<file path="src/rtl/regfile_wb_arbiter_if.sv">
// Writeback request bundle for the two regfile write sources: A (execute) and B (memory).
// Handshake: a request transfers on a cycle where valid and ready are both high; the
// requester keeps reg/data stable until then, and dropping valid early withdraws it.
interface regfile_wb_arbiter_if #(
  parameter int DW = 64
);
  logic          a_valid;
  logic          a_ready;
  logic [4:0]    a_reg;
  logic [DW-1:0] a_data;
  logic          b_valid;
  logic          b_ready;
  logic [4:0]    b_reg;
  logic [DW-1:0] b_data;

  modport master (
    output a_valid, a_reg, a_data, b_valid, b_reg, b_data,
    input  a_ready, b_ready
  );

  modport slave (
    input  a_valid, a_reg, a_data, b_valid, b_reg, b_data,
    output a_ready, b_ready
  );
endinterface

</file>
<file path="src/rtl/regfile_wb_arbiter.sv">
// Write-port arbiter for the register file: grants A/B writebacks, orders same-register
// collisions (B first), drops writes to the zero register and flags read hazards.
module regfile_wb_arbiter #(
  parameter int NREG = 32,
  parameter int DW   = 64
) (
  input  logic                 clk,
  input  logic                 reset,
  regfile_wb_arbiter_if.slave  wb,
  input  logic [4:0]           ReadRegister1,
  input  logic [4:0]           ReadRegister2,
  output logic                 stall1,
  output logic                 stall2,
  output logic [4:0]           WriteRegister,
  output logic [DW-1:0]        WriteData,
  output logic                 RegWrite
);
  localparam logic [4:0] ZERO_REG = 5'(NREG - 1);

  logic          out_vld;
  logic [4:0]    out_reg;
  logic [DW-1:0] out_data;
  logic          last_grant;  // 0 = A, 1 = B
  logic          grant_a;
  logic          grant_b;
  logic [4:0]    sel_reg;
  logic [DW-1:0] sel_data;
  logic          a_pend;
  logic          b_pend;

  // B wins a same-register collision because it carries the older instruction;
  // otherwise contention goes to whichever requester was not granted last.
  always_comb begin
    grant_b = 1'b0;
    grant_a = 1'b0;
    if (!reset) begin
      grant_b = wb.b_valid &&
                (!wb.a_valid || (wb.a_reg == wb.b_reg) || !last_grant);
      grant_a = wb.a_valid && !grant_b;
    end
  end

  assign wb.a_ready = grant_a;
  assign wb.b_ready = grant_b;

  assign sel_reg  = grant_b ? wb.b_reg  : wb.a_reg;
  assign sel_data = grant_b ? wb.b_data : wb.a_data;

  always_ff @(posedge clk or posedge reset) begin
    if (reset) begin
      out_vld    <= 1'b0;
      out_reg    <= '0;
      out_data   <= '0;
      last_grant <= 1'b1;
    end else if (grant_a || grant_b) begin
      out_vld    <= (sel_reg != ZERO_REG);
      out_reg    <= sel_reg;
      out_data   <= sel_data;
      last_grant <= grant_b;
    end else begin
      out_vld <= 1'b0;
    end
  end

  assign RegWrite      = out_vld;
  assign WriteRegister = out_reg;
  assign WriteData     = out_data;

  // A write is in flight if it sits in the output stage or is still waiting for a grant.
  assign a_pend = wb.a_valid && !wb.a_ready;
  assign b_pend = wb.b_valid && !wb.b_ready;

  always_comb begin
    stall1 = (ReadRegister1 != ZERO_REG) &&
             ((out_vld && (out_reg == ReadRegister1)) ||
              (a_pend && (wb.a_reg == ReadRegister1)) ||
              (b_pend && (wb.b_reg == ReadRegister1)));
    stall2 = (ReadRegister2 != ZERO_REG) &&
             ((out_vld && (out_reg == ReadRegister2)) ||
              (a_pend && (wb.a_reg == ReadRegister2)) ||
              (b_pend && (wb.b_reg == ReadRegister2)));
  end
endmodule
</file>
<file path="src/flat_wrapper.sv">
// flat-port wrapper written by rule: the top's interface ports become plain ports
module regfile_wb_arbiter_flat 
#(
  parameter int NREG = 32,
  parameter int DW   = 64
)
  (clk, reset, ReadRegister1, ReadRegister2, stall1, stall2, WriteRegister, WriteData, RegWrite, wb_a_valid, wb_a_reg, wb_a_data, wb_b_valid, wb_b_reg, wb_b_data, wb_a_ready, wb_b_ready);
  regfile_wb_arbiter_if #(.DW(DW)) wb_i ();
  input  logic clk;
  input  logic reset;
  input  logic [4:0] ReadRegister1;
  input  logic [4:0] ReadRegister2;
  output logic stall1;
  output logic stall2;
  output logic [4:0] WriteRegister;
  output logic [DW-1:0] WriteData;
  output logic RegWrite;
  input wire logic [$bits(wb_i.a_valid)-1:0] wb_a_valid;
  input wire logic [$bits(wb_i.a_reg)-1:0] wb_a_reg;
  input wire logic [$bits(wb_i.a_data)-1:0] wb_a_data;
  input wire logic [$bits(wb_i.b_valid)-1:0] wb_b_valid;
  input wire logic [$bits(wb_i.b_reg)-1:0] wb_b_reg;
  input wire logic [$bits(wb_i.b_data)-1:0] wb_b_data;
  output wire logic [$bits(wb_i.a_ready)-1:0] wb_a_ready;
  output wire logic [$bits(wb_i.b_ready)-1:0] wb_b_ready;
  assign wb_i.a_valid = wb_a_valid;
  assign wb_i.a_reg = wb_a_reg;
  assign wb_i.a_data = wb_a_data;
  assign wb_i.b_valid = wb_b_valid;
  assign wb_i.b_reg = wb_b_reg;
  assign wb_i.b_data = wb_b_data;
  assign wb_a_ready = wb_i.a_ready;
  assign wb_b_ready = wb_i.b_ready;
  regfile_wb_arbiter #(.NREG(NREG), .DW(DW)) u_core (.clk(clk), .reset(reset), .wb(wb_i), .ReadRegister1(ReadRegister1), .ReadRegister2(ReadRegister2), .stall1(stall1), .stall2(stall2), .WriteRegister(WriteRegister), .WriteData(WriteData), .RegWrite(RegWrite));
endmodule
</file>
<file path="config.mk">
export PLATFORM = sky130hd
export DESIGN_NAME = regfile_wb_arbiter_flat
export DESIGN_NICKNAME = d
export VERILOG_FILES = /design/src/rtl/regfile_wb_arbiter_if.sv /design/src/rtl/regfile_wb_arbiter.sv /design/src/flat_wrapper.sv
export SDC_FILE = /design/constraint.sdc
export NUM_CORES = 1
export LEC_CHECK = 0
export BUFFER_PORTS_ARGS = -buffer_cell sky130_fd_sc_hd__buf_2
export CORE_MARGIN = 2
export CORE_UTILIZATION = 42
export DETAILED_ROUTE_END_ITERATION = 10
export GPL_ROUTABILITY_DRIVEN = 0
export PLACE_DENSITY = 0.8
export SLEW_MARGIN = 20
export SYNTH_ARGS = -nofsm -noshare
export SYNTH_HDL_FRONTEND = slang
export SYNTH_SLANG_ARGS = --single-unit
</file>
<file path="constraint.sdc">
create_clock -name clk -period 2.4 [get_ports clk]
set_input_delay 0.48 -clock clk [delete_from_list [all_inputs] [get_ports clk]]
set_output_delay 0.48 -clock clk [all_outputs]
set_load 0.01 [all_outputs]
</file>
# Word level (Yosys, flattened, before mapping)
# Index checks and enable logic that the tools add are counted.
[word_totals]
ff_bits = 71
input_bits = 152
[op_classes]
n_eq_ne = 10
mux = 5
reduce_logical = 24
[op_table]
columns = ["operator", "count"]
rows = [
  ["64-bit 2-to-1 mux", 1],
  ["5-bit == test", 7],
  ["5-bit inequality test, second input constant", 3],
  ["1-bit logical AND", 12],
  ["1-bit logical OR", 7],
  ["1-bit logical NOT", 5],
  ["5-bit 2-to-1 mux", 1],
  ["1-bit 2-to-1 mux", 3],
]

# Logic depth before layout (Yosys ltp)
# Gate-level depths: netlist of the first run.
[logic_depth]
ltp_word = 13
ltp_mapped = 8

# Worst setup path before layout of the first run
# OpenSTA, ideal clock, no wires.
[synth_path]
path_kind = "in2out"
from = "input port wb_b_reg[0]"
to = "output port wb_b_ready"
arrival_time_ns = 1.865
t_required_ns = 1.920
setup_slack_ns = 0.055
path_stages = 7
cell_sequence = "clkbuf_1 -> xnor2_1 -> a31oi_1 -> or4b_1 -> buf_4 -> buf_2 -> inv_1"
[synth_via]
elab_chain_len = 5
[synth_lines]
columns = ["item", "line", "rtl"]
rows = [
  ["from (decl)", "flat_wrapper.sv:22", "input wire logic [$bits(wb_i.b_reg)-1:0] wb_b_reg;"],
  ["5-bit == test", "regfile_wb_arbiter.sv:38", "(!wb.a_valid || (wb.a_reg == wb.b_reg) || !last_grant);"],
  ["1-bit logical OR (2 in series)", "regfile_wb_arbiter.sv:38", ""],
  ["1-bit logical AND", "regfile_wb_arbiter.sv:37", "grant_b = wb.b_valid &&"],
  ["1-bit 2-to-1 mux", "regfile_wb_arbiter.sv:36", "if (!reset) begin"],
  ["to (decl)", "flat_wrapper.sv:25", "output wire logic [$bits(wb_i.b_ready)-1:0] wb_b_ready;"],
]
# Every way passes these cells.

# Worst setup path in the final report of the first run
[layout_path]
from = "register u_core.last_grant"
to = "output port stall2"
[layout_via]
elab_chain_len = 12
[layout_lines]
columns = ["item", "line", "rtl"]
rows = [
  ["from (decl)", "regfile_wb_arbiter.sv:23", "logic last_grant;"],
  ["from (signal assigned)", "regfile_wb_arbiter.sv:59", "last_grant <= grant_b;"],
  ["1-bit logical NOT (*)", "regfile_wb_arbiter.sv:38", ""],
  ["1-bit logical OR (*)", "regfile_wb_arbiter.sv:38", ""],
  ["1-bit logical AND (*)", "regfile_wb_arbiter.sv:37", ""],
  ["1-bit logical NOT", "regfile_wb_arbiter.sv:39", "grant_a = wb.a_valid && !grant_b;"],
  ["1-bit logical AND", "regfile_wb_arbiter.sv:39", ""],
  ["1-bit 2-to-1 mux", "regfile_wb_arbiter.sv:36", ""],
  ["1-bit logical NOT", "regfile_wb_arbiter.sv:70", "assign a_pend = wb.a_valid && !wb.a_ready;"],
  ["1-bit logical AND", "regfile_wb_arbiter.sv:70", ""],
  ["1-bit logical AND", "regfile_wb_arbiter.sv:80", "(a_pend && (wb.a_reg == ReadRegister2)) ||"],
  ["1-bit logical OR", "regfile_wb_arbiter.sv:79", "((out_vld && (out_reg == ReadRegister2)) ||"],
  ["1-bit logical OR (*)", "regfile_wb_arbiter.sv:80", ""],
  ["1-bit logical AND (*)", "regfile_wb_arbiter.sv:78", "stall2 = (ReadRegister2 != ZERO_REG) &&"],
  ["to (decl)", "flat_wrapper.sv:14", "output logic stall2;"],
]
# Every way passes the cells marked *; elsewhere a longest branch is shown, timed or not.

==> Flow_metrics.wiki, run 1 <==
{| class="wikitable"
! Metric !! Value
|-
| Outcome || completed
|-
| Layout Area Growth over Synthesis || 43.2%
|-
| Global-route track usage on met2 || roughly two fifths
|-
| Grt met3 use || under 10%
|-
| Arrival time at the worst endpoint || between 1500 and 2000 ps
|-
| Sequential cell area || approximately 1800 µm²
|-
| Synthesis Warnings || 0
|-
| Number of inserted filler cells in the final layout || 715
|-
| Met1 demand-to-capacity share in global routing || 29.0%
|-
| Horizontal die dimension || ~94 µm
|-
| Area contributors post-synth || sky130_fd_sc_hd__dfrtp_1 (51%), sky130_fd_sc_hd__nor2_1 (15%), sky130_fd_sc_hd__o22ai_1 (12%)
|-
| Ratio of final minimum period to clock period || between 90% and 100%
|-
| Top cell type's share of synthesized area || 50.9%
|-
| Number of cells produced by synthesis || 389
|-
| Clock transition at the register clock pins on the worst setup and hold paths after CTS || ~80 ps
|-
| Most used standard cell by instance count after synthesis || sky130_fd_sc_hd__nor2_1
|-
| Endpoint kind of the worst setup timing path || output port
|-
| Post-route clock skew || about 12 ps
|-
| CTS root buffer || sky130_fd_sc_hd__clkbuf_8
|-
| # DRC || 0
|-
| First-pass GRT wire length || approximately 16,000 µm
|-
| Count of boundary I/O pins || 226
|-
| CP startpoint kind || register
|-
| Total Die Area || ~9000 µm²
|-
| Site row count || 33
|-
| PortBufs || between 200 and 250
|-
| Later-pin clock latency in the skew report || 340 ps
|-
| Maximum operating frequency || 440 MHz
|-
| Overflow left after global routing || 0
|-
| Fraction of the yosys area taken by sequential cells || ~52%
|-
| Number of nets in the layout || 764
|-
| Power per cell area || 692 nW/µm²
|-
| Worst relative slew slack || between 60% and 70%
|-
| Vias || around 3,800
|-
| Number of H-tree branching levels || 3
|-
| Count of state elements after synthesis || just over 70
|-
| Crit path kind || register to output port
|-
| Number of design-rule violations left by the first detailed-router iteration || approximately 110
|-
| Data required, critical path || 1920 ps
|-
| Net Count, Synth || about 540
|-
| Share of synthesized flip-flops with an asynchronous set or reset || between 90% and 100%
|-
| Post-route standard cell area excluding fillers || between 4000 and 5000 µm²
|-
| Fin crit period || between 2000 and 2500 ps
|-
| First-pass iteration count of the detailed router || 4
|-
| Top cell types by occurrence after synthesis || sky130_fd_sc_hd__nor2_1 (137), sky130_fd_sc_hd__dfrtp_1 (70), sky130_fd_sc_hd__o22ai_1 (64)
|-
| Largest vdd supply drop || slightly above 300 µV
|-
| Setup TNS after final layout || 0 ps
|-
| Placed Instance Area || around 4700 µm²
|-
| Final max-slew violation count || 0
|-
| CTS hold repair buffers || 0
|-
| Vias in the first global route || between 3,000 and 4,000
|-
| # setup viols final || 0
|-
| Initial core utilization || ~42%
|-
| Post-route total power || about 3400 µW
|-
| DR WL/cell || between 15 and 20 µm
|-
| Drt via density || ~5.2
|-
| Final-report hold violation count || 0
|-
| Number of library cell types mapped by synthesis || 25
|-
| Worst-margin pin slew || 494 ps
|-
| Setup repair after global routing missed its margin || false
|-
| Clock tree from TritonCTS || yes
|-
| Fraction of final layout cells sized beyond drive strength 1 || around 43%
|-
| Number of enable-type register cells in the synthesized netlist || 0
|-
| TritonCTS sink count || between 70 and 80
|-
| Number of maximum-capacitance constraint violations || 0
|-
| Antenna violations before repair || 0
|-
| Synthesized area || about 3400 µm²
|-
| Top cell type by total area after synthesis || sky130_fd_sc_hd__dfrtp_1
|-
| Overall Global Routing Usage || between 20% and 30%
|-
| Number of CTS-inserted buffers || 9
|-
| Class of the tightest hold or removal check || primary input to asynchronous set/reset pin
|-
| Most heavily used metal layer in global routing || met2
|-
| R2R Setup Slk || slightly below 500 ps
|-
| Floorplan Core Area || 8090 µm²
|-
| Clock Tree Buf Depth || 2
|-
| Post-DP HPWL || 7990 µm
|-
| Antenna viol nets, final || 0
|-
| Critical path fanouts, max || 5
|-
| Number of antenna diodes || 0
|-
| Leakage || approximately 0.0024 µW
|-
| Synthesized area per cell || 8.84 µm²
|-
| Die Height || around 94 µm
|-
| Post-CTS Setup Bufs || 0
|-
| Area occupied by multi-input gates || between 1500 and 2000 µm²
|-
| Largest net degree at the start of global routing || between 70 and 80
|-
| Most instantiated flip-flop cell in the synthesis netlist || sky130_fd_sc_hd__dfrtp_1
|-
| Wirelength, routed || about 11,000 µm
|}
-- per-stage QoR --
| stage | setup slack (ps) | instances | util, % | hold slack (ps) |
|---|---|---|---|---|
| CTS | 66.2 | 721 | 60.7 | 292 |
| floorplan | 54.8 | 389 | - | 446 |
| global route | 45.8 | 721 | 60.8 | 335 |
| global placement | 63.5 | 706 | 58.3 | 462 |
| detailed placement | 20.3 | 706 | 58.3 | 472 |
| finish | 130 | 721 | 60.8 | 293 |
-- worst max-delay path: stages (launching register included) --
cell and delay [ps]:
sky130_fd_sc_hd__dfstp_2 560, sky130_fd_sc_hd__inv_1 40, sky130_fd_sc_hd__a21oi_1 210, sky130_fd_sc_hd__o21ai_4 140
sky130_fd_sc_hd__a31oi_1 210, sky130_fd_sc_hd__o21ai_0 120, sky130_fd_sc_hd__buf_2 170
-- what timing repair did --
action | 4_1_cts | 5_1_grt
gates resized for setup | 0 | 2
hold endpoints to repair | 0 | 0
setup endpoints to repair | 0 | 1
-- power breakdown --
group | internal (µW) | total [µW] | switching [µW]
Combinational | 421 | 939 | 518
Clock | 502 | 944 | 441
Sequential | 1400 | 1530 | 125
-- logic make-up (layout without fill, tap and decap cells) --
logic type | count (synthesis) | in the layout | synth area share (%)
simple gates | 166 | 166 | 19.6
xor+xnor | 35 | 35 | 8.92
mux | 4 | 4 | 1.16
buf+inv | 35 | 262 | 4.62
compound gates | 78 | 78 | 14.0
flops | 71 | 71 | 51.7
-- final timing paths --
kind | start | to | cells past startpoint
max | u_core.last_grant$_DFFE_PP1P_ | stall2 | 6
max in group asynchronous | reset | u_core.WriteData[61]$_DFFE_PP0P_ | 3
max reg2reg | u_core.last_grant$_DFFE_PP1P_ | u_core.WriteRegister[4]$_DFFE_PP0P_ | 6
min | reset | u_core.WriteRegister[3]$_DFFE_PP0P_ | 3
min in group clk | wb_b_data[48] | u_core.WriteData[48]$_DFFE_PP0P_ | 3
min reg2reg | u_core.last_grant$_DFFE_PP1P_ | u_core.last_grant$_DFFE_PP1P_ | 2
-- per-layer routing --
metal  share of wire, %  vias to the layer above  wire (µm)
li1                   -                     1786          -
met1                 39                     1739       4270
met2                 50                      197       5360
met3                8.9                       28        964
met4                2.1                        0        227
met5                  0                        -          0
-- placed cells by master (no fill, tap or decap), drive strengths merged --
| cell | Yosys | final |
|---|---|---|
| mux2i | 4 | 4 |
| nand4 | 6 | 6 |
| clkinv | 0 | 2 |
| nor3 | 1 | 1 |
| buf | 15 | 242 |
| nand3 | 7 | 7 |
| o22ai | 64 | 64 |
| and3 | 1 | 1 |
| o21ai | 3 | 3 |
| a31oi | 4 | 4 |
| xnor2 | 21 | 21 |
| dfrtp | 70 | 70 |
| inv | 5 | 5 |
| nor2 | 137 | 137 |
| dfstp | 1 | 1 |
| xor2 | 14 | 14 |
| clkinvlp | 0 | 2 |
| o311a | 1 | 1 |
| nand2b | 1 | 1 |
| nor4 | 6 | 6 |
| nand2 | 6 | 6 |
| bufinv | 0 | 1 |
| clkbuf | 15 | 10 |
| a21oi | 6 | 6 |
| or4b | 1 | 1 |
-- area by class of cell --
cell class                 instances  area share (%)
clock buffer                      10            2.80
clock inverter                     5            1.19
tap                              105            2.67
sequential                        71            36.1
timing repair buffer             242            25.7
multi-input combinational        283            31.1
inverter                           5           0.381
-- registers in the layout (all words and copies together), names as in the netlist --
signal	cells
u_core.WriteData	64
u_core.WriteRegister	5
u_core.last_grant	1
u_core.RegWrite	1
Power figures use the tool's default switching activity.
==> inputs of run 2 (changes only) <==
- GPL_TIMING_DRIVEN: default -> 0
==> run 2 against run 1 <==
Against the previous run: via count increased by 0.43%; setup slack got worse by 61 ps; sequential power about the same; worst hold slack got worse by 130 ps; core utilization about the same; cell count increased by 0.97%.
==> Flow_metrics.wiki, run 2 (synthesized netlist as in run 1, its figures left out) <==
{| class="wikitable"
! Metric !! Value
|-
| Vias in the first global route || 3,530 (+4.2%)
|-
| Internal power component || 2200 µW (-5.4%)
|-
| Placed Instance Area || 4680 µm² (-0.66%)
|-
| Crit path kind || primary input to output port
|-
| Relative contribution of sequential cells to total power || 45.6% (+0.8 points)
|-
| Clock transition at the register clock pins on the worst setup and hold paths after CTS || 90 ps (about the same)
|-
| First-pass GRT wire length || 16,200 µm (+1.1%)
|-
| Cell family contributing the most delay on the critical path || simple AND/OR/NAND/NOR gates
|-
| Destination of the critical timing path || wb_b_ready
|-
| CP startpoint kind || primary input
|-
| Overall Global Routing Usage || 23.3% (+0.35 points)
|-
| Vias || 3,766 (+0.43%)
|-
| Clock tree from TritonCTS || yes
|-
| Horizontal die dimension || 94.5 µm (unchanged)
|-
| Ratio of final minimum period to clock period || 97.1% (+2.5 points)
|-
| First-pass iteration count of the detailed router || 4 (unchanged)
|-
| Slowest cell delay on critical path || 540 ps (-20 ps)
|-
| Maximum operating frequency || 429 MHz (-2.6%)
|-
| Fraction of final layout cells sized beyond drive strength 1 || 42.2% (-0.48 points)
|-
| Wirelength, routed || 11,000 µm (+1.5%)
|-
| Post-route standard cell area excluding fillers || 4920 µm² (about the same)
|-
| Number of CTS-inserted buffers || 9 (unchanged)
|-
| Startpoint of the most critical register-to-register path || u_core.last_grant$_DFFE_PP1P_
|-
| Count of buffering cells on the critical path with inverters included || 4 (+2)
|-
| Final max-slew violation count || 0 (unchanged)
|-
| PortBufs || 218 (-3.1%)
|-
| Post-CTS Setup Bufs || 0 (unchanged)
|-
| Layout Area Growth over Synthesis || 43.2% (about the same)
|-
| Post-DP HPWL || 8430 µm (+5.5%)
|-
| Antenna viol nets, final || 0 (unchanged)
|-
| Setup TNS after final layout || 0 ps (unchanged)
|-
| Worst relative slew slack || 64.8% (-2.3 points)
|-
| Largest vdd supply drop || 434 µV (+41%)
|-
| Initial core utilization || 42.5% (unchanged)
|-
| Antenna violations before repair || 0 (unchanged)
|-
| Floorplan Core Area || 8090 µm² (unchanged)
|-
| Number of H-tree branching levels || 3 (unchanged)
|-
| Number of design-rule violations left by the first detailed-router iteration || 116 (+1.8%)
|-
| Power per cell area || 676 nW/µm² (-2.4%)
|-
| Cells traversed along the worst timing path || buf_2 > xnor2_2 > a31oi_1 > or4b_4 > buf_8 > inv_1 > buf_2
|-
| Psw || 1130 µW (+4.2%)
|-
| Fin crit period || 2330 ps (+60.7 ps)
|-
| CTS root buffer || sky130_fd_sc_hd__clkbuf_8
|-
| Leakage || 0.00239 µW (-0.24%)
|-
| Crit path top cell by count || sky130_fd_sc_hd__buf_2
|-
| Post-route clock skew || 11.6 ps (-0.907 ps)
|-
| Drt via density || 5.17 (-0.54%)
|-
| Endpoint kind of the worst setup timing path || output port
|-
| Arrival time at the worst endpoint || 1850 ps (+60 ps)
|-
| Worst-margin pin slew || 528 ps (+33.9 ps)
|-
| Later-pin clock latency in the skew report || 340 ps (about the same)
|-
| Top library cells by usage in the layout, fill and taps aside || sky130_fd_sc_hd__buf_2 (228), sky130_fd_sc_hd__nor2_1 (137), sky130_fd_sc_hd__dfrtp_1 (70), sky130_fd_sc_hd__o22ai_1 (64), sky130_fd_sc_hd__xnor2_1 (16)
|-
| Overflow left after global routing || 0 (unchanged)
|-
| Commonest non-fill, non-tap cell in the layout || sky130_fd_sc_hd__buf_2
|-
| TritonCTS sink count || 71 (unchanged)
|-
| Number of flip-flops in the largest register || 64 (unchanged)
|-
| R2R Setup Slk || 610 ps (+120 ps)
|-
| Number of inserted filler cells in the final layout || 739 (+3.4%)
|-
| CTS hold repair buffers || 0 (unchanged)
|-
| Clock network fraction of design power || 25.9% (-1.8 points)
|-
| # DRC || 0 (unchanged)
|-
| Number of antenna diodes || 0 (unchanged)
|-
| Highest-delay cell along the critical path || sky130_fd_sc_hd__or4b_4
|-
| CP startpoint || wb_b_reg[3]
|-
| Largest net degree at the start of global routing || 41 (-46%)
|-
| DR WL/cell || 15.1 µm (+0.49%)
|-
| Final-report hold violation count || 0 (unchanged)
|-
| # setup viols final || 0 (unchanged)
|-
| Total Die Area || 8930 µm² (unchanged)
|-
| Data required, critical path || 1920 ps (about the same)
|-
| Switching part of the total || 33.9% (+2.1 points)
|-
| Combinational cell fraction of total power || 28.5% (+1.0 points)
|-
| Crit. path cell count || 7 (+1)
|-
| Clock Tree Buf Depth || 2 (unchanged)
|-
| Worst r2r path cells || 7 (+1)
|-
| Count of boundary I/O pins || 226 (unchanged)
|-
| Number of maximum-capacitance constraint violations || 0 (unchanged)
|-
| Outcome || completed
|-
| Die Height || 94.5 µm (unchanged)
|-
| Endpoint of the most critical register-to-register path || u_core.WriteData[22]$_DFFE_PP0P_
|-
| Class of the tightest hold or removal check || primary input to asynchronous set/reset pin
|-
| Site row count || 33 (unchanged)
|-
| Number of nets in the layout || 770 (+0.79%)
|-
| Critical path fanouts, max || 19 (+14)
|}
[run 2: cell types whose count changed in the layout (fill, tap and decap cells not counted), sizes merged]
cell	change
inv	+1
clkinv	+2
clkbuf	+15
bufinv	-1
buf	-10
[run 2: power groups by stage]
stage               logic [µW]  clock network (µW)  registers [µW]
finish                     949                 861            1520
global route              1040                 938            1540
CTS                        944                 874            1520
detailed placement         937                   0            1540
global placement           907                   0            1530
floorplan                  382                   0            1630
[run 2: routing by layer]
layer / up-vias / track usage, % / wire (µm)
li1: 1797 / - / -
met4: 0 / 8.33 / 182
met3: 18 / 4.79 / 753
met1: 1798 / 27.3 / 4430
met2: 153 / 42.4 / 5620
met5: - / 0 / 0
[run 2: worst min-delay path by stage]
stage	from	to	slack, ps	cells after the start
4_1_cts	reset	u_core.WriteData[47]$_DFFE_PP0P_	160	2
5_1_grt	reset	u_core.WriteData[42]$_DFFE_PP0P_	190	2
2_1_floorplan	u_core.last_grant$_DFFE_PP1P_	u_core.last_grant$_DFFE_PP1P_	450	2
3_5_place_dp	u_core.last_grant$_DFFE_PP1P_	u_core.last_grant$_DFFE_PP1P_	460	2
3_3_place_gp	u_core.last_grant$_DFFE_PP1P_	u_core.last_grant$_DFFE_PP1P_	460	2
6_report	reset	u_core.WriteData[42]$_DFFE_PP0P_	160	2
[run 2: final cells by class]
type	instances	area, µm²	area share (%)
sequential	71	1780	36.1
multi-input combinational	283	1560	31.6
timing repair buffer	219	1110	22.6
buffer	29	153	3.10
tap	105	131	2.67
clock buffer	9	124	2.52
clock inverter	7	47.5	0.966
inverter	5	21.3	0.432
[run 2: through the flow]
step / hold slack (ps) / setup slack (ps) / std cells / total power, µW / utilization, %
finish: 165 / 69.0 / 728 / 3330 / 60.8
global route: 194 / -12.9 / 728 / 3520 / 60.8
CTS: 165 / 4.71 / 728 / 3340 / 60.3
detailed placement: 464 / -245 / 713 / 2480 / 57.9
global placement: 458 / -746 / 712 / 2440 / 57.6
floorplan: 446 / 54.8 / 389 / 2020 / -
[run 2: timing repair]
item | in CTS | in global routing
resized for setup | 9 | 8
pin swaps | 0 | 1
setup endpoints to repair | 4 | 4
==> inputs of run 3 (changes only) <==
--- a/config.mk
+++ b/config.mk
@@ -6,11 +6,12 @@
 export NUM_CORES = 1
 export LEC_CHECK = 0
+export ABC_AREA = 1
 export BUFFER_PORTS_ARGS = -buffer_cell sky130_fd_sc_hd__buf_2
 export CORE_MARGIN = 2
-export CORE_UTILIZATION = 42
+export CORE_UTILIZATION = 43
 export DETAILED_ROUTE_END_ITERATION = 10
 export GPL_ROUTABILITY_DRIVEN = 0
 export GPL_TIMING_DRIVEN = 0
-export PLACE_DENSITY = 0.8
+export PLACE_DENSITY = 0.81
 export SLEW_MARGIN = 20
 export SYNTH_ARGS = -nofsm -noshare
==> constraint.sdc (replaced) <==
create_clock -name clk -period 2.4 [get_ports clk]
set_input_delay 0.24 -clock clk [delete_from_list [all_inputs] [get_ports clk]]
set_output_delay 0.24 -clock clk [all_outputs]
set_load 0.01 [all_outputs]
==> run 3 against run 2 <==
Against the previous run: global-route usage grew 0.59 points; largest power group unchanged; critical path depth grew 4; sequential power grew 4%; synthesized cell count grew 9.8%; sequential share of layout area shrank 1.5 points; critical endpoint is now stall1; largest cell class unchanged.
==> Flow_metrics.wiki, run 3 <==
{| class="wikitable"
! Metric !! Value
|-
| Number of maximum-capacitance constraint violations || 0 (unchanged)
|-
| Overall Global Routing Usage || 23.9% (+0.59 points)
|-
| Site row count || 33 (unchanged)
|-
| Final max-slew violation count || 0 (unchanged)
|-
| Area contributors post-synth || sky130_fd_sc_hd__dfrtp_1 (49%), sky130_fd_sc_hd__nor2_1 (13%), sky130_fd_sc_hd__o22ai_1 (12%)
|-
| Commonest non-fill, non-tap cell in the layout || sky130_fd_sc_hd__buf_2
|-
| Number of design-rule violations left by the first detailed-router iteration || 151 (+30%)
|-
| Maximum operating frequency || 446 MHz (+4.0%)
|-
| Final-report hold violation count || 0 (unchanged)
|-
| Number of flip-flops in the largest register || 64 (unchanged)
|-
| Dpl cells || 759 (+6.5%)
|-
| Worst relative slew slack || 71.1% (+6.3 points)
|-
| Number of library cell types mapped by synthesis || 24 (-4.0%)
|-
| PortBufs || 225 (+3.2%)
|-
| Class of the tightest hold or removal check || primary input to register
|-
| # DRC || 0 (unchanged)
|-
| Most instantiated flip-flop cell in the synthesis netlist || sky130_fd_sc_hd__dfrtp_1
|-
| Most used standard cell by instance count after synthesis || sky130_fd_sc_hd__nor2_1
|-
| Overflow left after global routing || 0 (unchanged)
|-
| CTS root buffer || sky130_fd_sc_hd__clkbuf_8
|-
| Count of state elements after synthesis || 71 (unchanged)
|-
| Later-pin clock latency in the skew report || 340 ps (about the same)
|-
| Final cell count without fillers || 777 (+6.7%)
|-
| Startpoint of the most critical register-to-register path || u_core.last_grant$_DFFE_PP1P_
|-
| Number of H-tree branching levels || 3 (unchanged)
|-
| Crit path kind || primary input to output port
|-
| # setup viols final || 0 (unchanged)
|-
| Setup Slack @ Placement || 425 ps (+670 ps)
|-
| Number of cells produced by synthesis || 427 (+9.8%)
|-
| Synthesized area per cell || 8.32 µm² (-5.8%)
|-
| Endpoint, Worst Hold || u_core.WriteData[42]$_DFFE_PP0P_
|-
| Synthesized area || 3550 µm² (+3.4%)
|-
| Net Count, Synth || 579 (+7.0%)
|-
| Number of nets in the layout || 819 (+6.4%)
|-
| Post-route total power || 3880 µW (+17%)
|-
| Ratio of final minimum period to clock period || 93.3% (-3.8 points)
|-
| Layout Area Growth over Synthesis || 44.6%
|-
| Synthesis Warnings || 0 (unchanged)
|-
| Critical path fanouts, max || 31 (+12)
|-
| Clock transition at the register clock pins on the worst setup and hold paths after CTS || 90 ps (about the same)
|-
| Top cell type's share of synthesized area || 49.3% (-1.7 points)
|-
| Vias || 3,887 (+3.2%)
|-
| Initial core utilization || 43.7% (+1.2 points)
|-
| Number of antenna diodes || 0 (unchanged)
|-
| Number of CTS-inserted buffers || 9 (unchanged)
|-
| Hold Path Cell Cnt || 3
|-
| CP startpoint kind || primary input
|-
| Endpoint of the most critical register-to-register path || u_core.RegWrite$_DFF_PP0_
|-
| Area occupied by multi-input gates || 1520 µm² (-2.5%)
|-
| Largest vdd supply drop || 312 µV (-28%)
|-
| Antenna violations before repair || 0 (unchanged)
|-
| Setup repair after global routing missed its margin || false
|-
| Power per cell area || 755 nW/µm² (+12%)
|-
| Top cell types by occurrence after synthesis || sky130_fd_sc_hd__nor2_1 (126), sky130_fd_sc_hd__dfrtp_1 (70), sky130_fd_sc_hd__o22ai_1 (67)
|-
| Worst r2r path cells || 10 (+3)
|-
| Arrival time at the worst endpoint || 2000 ps (+150 ps)
|-
| Outcome || completed
|-
| Clock Tree Buf Depth || 2 (unchanged)
|-
| Post-layout worst setup margin || 160 ps (+90.7 ps)
|-
| Post-CTS Setup Bufs || 0 (unchanged)
|-
| First-pass iteration count of the detailed router || 5 (+1)
|-
| Total Die Area || 9010 µm² (+0.93%)
|-
| Wirelength, routed || 11,000 µm (-0.24%)
|-
| Endpoint kind of the worst setup timing path || output port
|-
| Fraction of final layout cells sized beyond drive strength 1 || 42.4% (+0.20 points)
|-
| R2R Setup Slk || 670 ps (+60 ps)
|-
| Leakage || 0.00261 µW (+9.3%)
|-
| Count of boundary I/O pins || 226 (unchanged)
|-
| Die Height || 94.9 µm (+0.47%)
|-
| Worst min-delay path startpoint || wb_a_data[42]
|-
| Post-route clock skew || 14.2 ps (+2.63 ps)
|-
| Clock tree from TritonCTS || yes
|-
| Top library cells by usage in the layout, fill and taps aside || sky130_fd_sc_hd__buf_2 (238), sky130_fd_sc_hd__nor2_1 (126), sky130_fd_sc_hd__dfrtp_1 (70), sky130_fd_sc_hd__o22ai_1 (67), sky130_fd_sc_hd__nand2_1 (47)
|-
| Number of inserted filler cells in the final layout || 749 (+1.4%)
|-
| DR WL/cell || 14.1 µm (-6.5%)
|-
| Floorplan Core Area || 8130 µm² (+0.51%)
|-
| Vias in the first global route || 3,527 (-0.085%)
|-
| Worst-margin pin slew || 432 ps (-95.8 ps)
|-
| Fraction of the yosys area taken by sequential cells || 50.0% (-1.7 points)
|-
| Post-DP HPWL || 8750 µm (+3.8%)
|-
| Top cell type by total area after synthesis || sky130_fd_sc_hd__dfrtp_1
|-
| TritonCTS sink count || 71 (unchanged)
|-
| Drt via density || 5.00 (-3.3%)
|-
| Antenna viol nets, final || 0 (unchanged)
|-
| Share of synthesized flip-flops with an asynchronous set or reset || 100% (unchanged)
|-
| Fin crit period || 2240 ps (-90.7 ps)
|-
| First-pass GRT wire length || 16,700 µm (+3.1%)
|-
| Sequential cell area || 1780 µm² (unchanged)
|-
| Number of enable-type register cells in the synthesized netlist || 0 (unchanged)
|-
| Horizontal die dimension || 94.9 µm (+0.47%)
|-
| Largest net degree at the start of global routing || 36 (-12%)
|-
| Data required, critical path || 2160 ps (+240 ps)
|}
-- run 3: per-layer routing --
layer  vias to the layer above  GRT usage [%]  wire [µm]
li1                       1916              -          -
met1                      1788           29.1       4400
met2                       168           42.6       5640
met3                        15           5.67        763
met4                         0           6.28        153
met5                         -              0          0
-- run 3: worst max path at each step --
stage | from | endpoint | slack (ps) | cells after the start
2_1_floorplan | reset | stall1 | 4 | 7
3_3_place_gp | reset | stall2 | -800 | 9
3_5_place_dp | reset | u_core.RegWrite$_DFF_PP0_ | 420 | 10
4_1_cts | reset | stall2 | 100 | 11
5_1_grt | reset | stall2 | 30 | 11
6_report | reset | stall1 | 160 | 11
-- run 3: worst max-delay path, cell delays in order --
cell                            delay [ps]
sky130_fd_sc_hd__dlygate4sd3_1         520
sky130_fd_sc_hd__buf_2                 120
sky130_fd_sc_hd__clkinvlp_4            140
sky130_fd_sc_hd__buf_12                210
sky130_fd_sc_hd__nand3_1               130
sky130_fd_sc_hd__clkbuf_4              230
sky130_fd_sc_hd__nand3_1                90
sky130_fd_sc_hd__nand3_1               100
sky130_fd_sc_hd__nand2_1                50
sky130_fd_sc_hd__inv_1                  50
sky130_fd_sc_hd__buf_2                 120
-- run 3: through the flow --
stage          hold slack [ps]  setup TNS (ps)  util [%]  instance area, µm²
6_report                   149               0      63.2                5140
2_1_floorplan              405               0         -                3560
5_1_grt                    139               0      63.2                5140
3_3_place_gp               453          -51020      59.2                4820
3_5_place_dp               218               0      59.7                4860
4_1_cts                    137               0      63.1                5130
-- run 3: power by group --
| group | internal [µW] | switching, µW | leakage [µW] |
|---|---|---|---|
| clock | 727 | 467 | 0.000124 |
| sequential | 1440 | 141 | 0.000791 |
| combinational | 492 | 619 | 0.00170 |
-- run 3: kinds of logic after synthesis --
family	Yosys count	share of synthesized area [%]
simple gates	209	24.1
flops	71	50.0
xor+xnor	16	3.94
compound gates	80	14.5
buf+inv	51	7.46
-- run 3: area by class of cell --
cell class / count / share of cell area (%)
buffer: 23 / 3.17
clock buffer: 10 / 2.68
clock inverter: 6 / 2.24
inverter: 28 / 2.12
multi-input combinational: 305 / 29.6
sequential: 71 / 34.6
tap: 105 / 2.56
timing repair buffer: 229 / 23.1
-- run 3: repair_timing --
action,CTS,global route
hold buffers,2,0
setup endpoints to repair,0,1
resized for setup,0,2
hold endpoints to repair,10,0
